<file path="src/rtl/fetch_pc_unit.sv">
// Fetch-stage PC unit: BOOT/RUN/HOLD sequencing, redirects, exception vector, delay-slot flags.
// Optional fetch address-error check is enabled by defining FETCH_ADEL_CHECK_EN.
module fetch_pc_unit (
    input  logic        clk,
    input  logic        reset,
    input  logic        stall,
    input  logic        redir_sel,
    input  logic [31:0] redir_target,
    input  logic        is_slot,
    input  logic        clear_slot,
    input  logic        exc_req,
    output logic [31:0] pc,
    output logic [31:0] pc4,
    output logic        f_bd,
    output logic        f_kill,
    output logic        f_adel,
    output logic [1:0]  state
);

    typedef enum logic [1:0] {
        BOOT = 2'd0,
        RUN  = 2'd1,
        HOLD = 2'd2
    } fsm_t;

    localparam logic [31:0] RESET_PC = 32'h0000_3000;
    localparam logic [31:0] EXC_VEC  = 32'h0000_4180;

    fsm_t        cur;
    logic [31:0] pend_target;

    // A redirect that arrives while F is frozen is parked in pend_target and
    // applied on the first unstalled edge; exceptions always win and drop it.
    always_ff @(posedge clk or posedge reset) begin
        if (reset) begin
            cur         <= BOOT;
            pc          <= RESET_PC;
            pend_target <= '0;
        end else begin
            case (cur)
                BOOT: cur <= RUN;
                RUN: begin
                    if (exc_req) begin
                        pc <= EXC_VEC;
                    end else if (redir_sel && !stall) begin
                        pc <= redir_target;
                    end else if (redir_sel) begin
                        pend_target <= redir_target;
                        cur         <= HOLD;
                    end else if (!stall) begin
                        pc <= pc4;
                    end
                end
                HOLD: begin
                    if (exc_req) begin
                        pc          <= EXC_VEC;
                        pend_target <= '0;
                        cur         <= RUN;
                    end else if (!stall) begin
                        pc  <= pend_target;
                        cur <= RUN;
                    end
                end
                default: cur <= BOOT;
            endcase
        end
    end

    assign pc4    = pc + 32'd4;
    assign state  = cur;
    assign f_kill = (cur == BOOT) | exc_req | (clear_slot & ~stall);
    assign f_bd   = is_slot & ~f_kill;

`ifdef FETCH_ADEL_CHECK_EN
    // Legal fetch window is word-aligned 0x3000..0x6FFC; a squashed fetch never faults.
    assign f_adel = ~f_kill & ((pc[1:0] != 2'b00) ||
                               (pc < 32'h0000_3000) ||
                               (pc > 32'h0000_6FFC));
`else
    assign f_adel = 1'b0;
`endif

endmodule

</file>
<file path="config.mk">
export PLATFORM = sky130hd
export DESIGN_NAME = fetch_pc_unit
export DESIGN_NICKNAME = d
export VERILOG_FILES = /design/src/rtl/fetch_pc_unit.sv
export SDC_FILE = /design/constraint.sdc
export NUM_CORES = 1
export LEC_CHECK = 0
export CAP_MARGIN = 20
export CORE_ASPECT_RATIO = 1.5
export CORE_MARGIN = 5
export CORE_UTILIZATION = 30
export CTS_CLUSTER_SIZE = 40
export DETAILED_ROUTE_END_ITERATION = 8
export PLACE_DENSITY = 0.63
export SYNTH_ARGS = -nofsm -noshare
export SYNTH_HDL_FRONTEND = slang
export SYNTH_SLANG_ARGS = --single-unit
</file>
<file path="constraint.sdc">
create_clock -name clk -period 2.4 [get_ports clk]
set_input_delay 0.36 -clock clk [delete_from_list [all_inputs] [get_ports clk]]
set_output_delay 0.36 -clock clk [all_outputs]
set_load 0.02 [all_outputs]
</file>
==> metrics.yaml <==
area_growth_pct: 59.5
cp-start-kind: "flip-flop"
grt_pass1_wl_microns: 24100
rsz0062_at_grt: "true"
met1_usage: 0.221
ir_drop_mv: 0.661
synth_cell_types: 63
grtUsageMet2: 0.335
crit_arrival_ps: 2070
netlist_area_sq_um: 4030
p_seq_frac: 0.249
netSwitchingFraction: 0.437
busiest_layer: "met2"
synth_commonest_cells: "64 x dfrtp_1, 51 x nand2_1, 36 x a22o_1, 33 x nor2_1, 32 x o21ai_0"
post-route-period-util: 1.01
core_area_sq_um: 13300
h-tree-depth: 3
drt_iter0_markers: 234
synth.area.top_cells: "dfrtp_1 40%, a22o_1 7.8%, xnor2_1 4.8%"
hold_ws_ps: 402
global_route.overflow_total: 0
synth_top_area_frac: 0.397
grt_max_degree: 67
r2r_end: "pc[20]"
yosys_warnings: 0
ys_seq_elements: 66
cp_top_family: "simple AND/OR/NAND/NOR gates"
layout.cells.non_filler: 798
layout-drive-gt1-share: 0.308
r2r_slack_ps: 230
critical_path_class: "reg -> out"
clk_path_buf_depth: 2
routed_wirelength_microns: 15300
p_int_uw: 4730
routabilityCongestion: 0.876
viasPerCell: 5.36
synth-edff-count: 0
rows: 52
cts_tree: "built"
synth.largest_area_cell: "dfrtp_1"
die_area_sq_um: 15900
ios: 108
endpoint_kind: "output pin"
dp.cells: 768
yosysSeqAreaShare: 0.410
ff2ff_path_depth: 8
finalHoldViolations: 0
finalSetupViolCount: 1
drt_pass1_iterations: 5
synth_flop_cell: "dfrtp_1"
r2r-start: "state[0]"
clock_sinks: 66
path_buf_inv: 1
vias: 4280
critPathMaxStageDelay_ps: 560
holdCritPathClass: "in -> async"
failed_checks: "negative setup slack"
p_switching_uw: 3680
cp_cell_sequence: "nand4_4 > nor4_4 > nor4b_4 > xor2_1 > buf_4"
fillers: 1257
relSlewSlack: 0.594
clkPwrFrac: 0.146
required_ps: 2040
synth_cells: 446
clk_latency_ps: 330
critPathMaxFanout: 4
slew_violations: 0
fin_nets: 675
antenna_found_initial: 0
port_buffers: 106
die_width_microns: 105
routedWlPerCell_microns: 19.2
die_h_microns: 152
met3_usage: 0.0454
avgSynthCellArea_sq_um: 9.04
status: "finished with violations"
first_global_vias: 4500
layout_setup_ws_ps: -33.9
cts_buffers: 9
dp_hpwl_microns: 11200
cp_slowest_cell: "dfstp_2"
power_frac_comb: 0.606
holdBufCountCts: 0
max_freq_mhz: 411
power_uw: 8410
synthesis.nets: 489
start_util: 0.302
async_flop_share: 1.00
drv_cap: 0
p_leak_uw: 0.00284
synth_most_common_cell: "dfrtp_1"
cts_root_buf: "clkbuf_16"
cellPowerDensity_nw_per_um2: 1310
antenna_cells: 0
drc: 0
clk_pin_slew_ps: 50
fin_skew_ps: 3.72
period_needed_ps: 2430
ant_nets: 0
grt_usage: 0.189
tightest_slew_ps: 607
[cell families after synthesis]
logic type	share of synthesized area
AND/OR/NAND/NOR	0.229
AO/OA/AOI/OAI	0.222
flip-flops	0.410
buffers and inverters	0.0497
XOR/XNOR	0.0587
multiplexers	0.0174
adder cells (fa/ha/maj)	0.0124
other	0.000930
[final cells by class]
class                           count  area (sq um)  area share
Sequential cell                    66          1660       0.258
Clock inverter                      2          12.5     0.00195
Tap cell                          162           203      0.0315
Inverter                           16          60.1     0.00935
Clock buffer                       13           260      0.0405
Multi-Input combinational cell    331          2430       0.378
Timing Repair Buffer              208          1810       0.281
[worst register-to-register path, stage by stage (launching register included)]
cell and delay [ps]:
dfrtp_1 390, inv_1 90, ha_1 260, nor2_1 180, o21ai_2 100, nor2_1 490, buf_4 280, nand2_1 110
o311ai_0 130
[cell usage in the layout, fill, tap and decap left out, types with 4 or more instances in the layout]
| cell type | n |
|---|---|
| nor4_2 | 6 |
| nor3_1 | 7 |
| xnor2_2 | 9 |
| buf_4 | 110 |
| nor2_1 | 28 |
| a21oi_1 | 20 |
| nand3_1 | 16 |
| nand2_1 | 49 |
| and3_1 | 5 |
| clkbuf_16 | 9 |
| inv_1 | 15 |
| xnor2_1 | 12 |
| o22ai_1 | 6 |
| mux2i_1 | 7 |
| nor4_4 | 4 |
| dfrtp_1 | 61 |
| buf_2 | 6 |
| nand4_1 | 6 |
| o311ai_0 | 4 |
| nand2b_1 | 6 |
| clkdlybuf4s50_1 | 78 |
| o21ai_0 | 32 |
| a22o_1 | 36 |
| buf_6 | 5 |
[repair_timing]
item,4_1_cts,5_1_grt
pin swaps,9,16
buffers inserted,8,8
endpoints found under the setup margin,26,26
gates resized for setup,135,39
[per-layer routing]
metal  up-vias  wire length [microns]
met4         0                    436
met5         -                      0
met2       142                   8040
met1      2110                   5970
li1       2000                      -
met3        28                    842
[registers in the layout, indices dropped and copies added, names as in the netlist]
name / flops
pc: 32
state: 2
pend_target: 32
[stage by stage]
stage	instance area [sq um]	TNS [ps]	setup WS, ps	utilization
floorplan	4030	0	144	-
global placement	5840	-1600	-190	0.438
detailed placement	5840	-1840	-210	0.438
CTS	6220	-255	-229	0.466
global route	6430	-398	-121	0.482
finish	6430	-33.9	-33.9	0.482
[worst max path at each step]
stage	cells past startpoint	endpoint	from
2_1_floorplan	4	pc4[25]	pc[13]
3_3_place_gp	5	pc4[25]	pc[13]
3_5_place_dp	5	pc4[25]	pc[12]
4_1_cts	5	pc4[25]	pc[13]
5_1_grt	5	pc4[25]	pc[13]
6_report	5	pc4[25]	pc[13]
[power groups by stage]
stage / sequential (uW) / combinational (uW) / clock [uW]
after floorplan: 2410 / 2230 / 0
after global placement: 2030 / 4880 / 0
after detailed placement: 2060 / 4950 / 0
after CTS: 2070 / 4960 / 1250
after global routing: 2140 / 5450 / 1310
final: 2090 / 5090 / 1220
(Power assumes the default switching activity.)
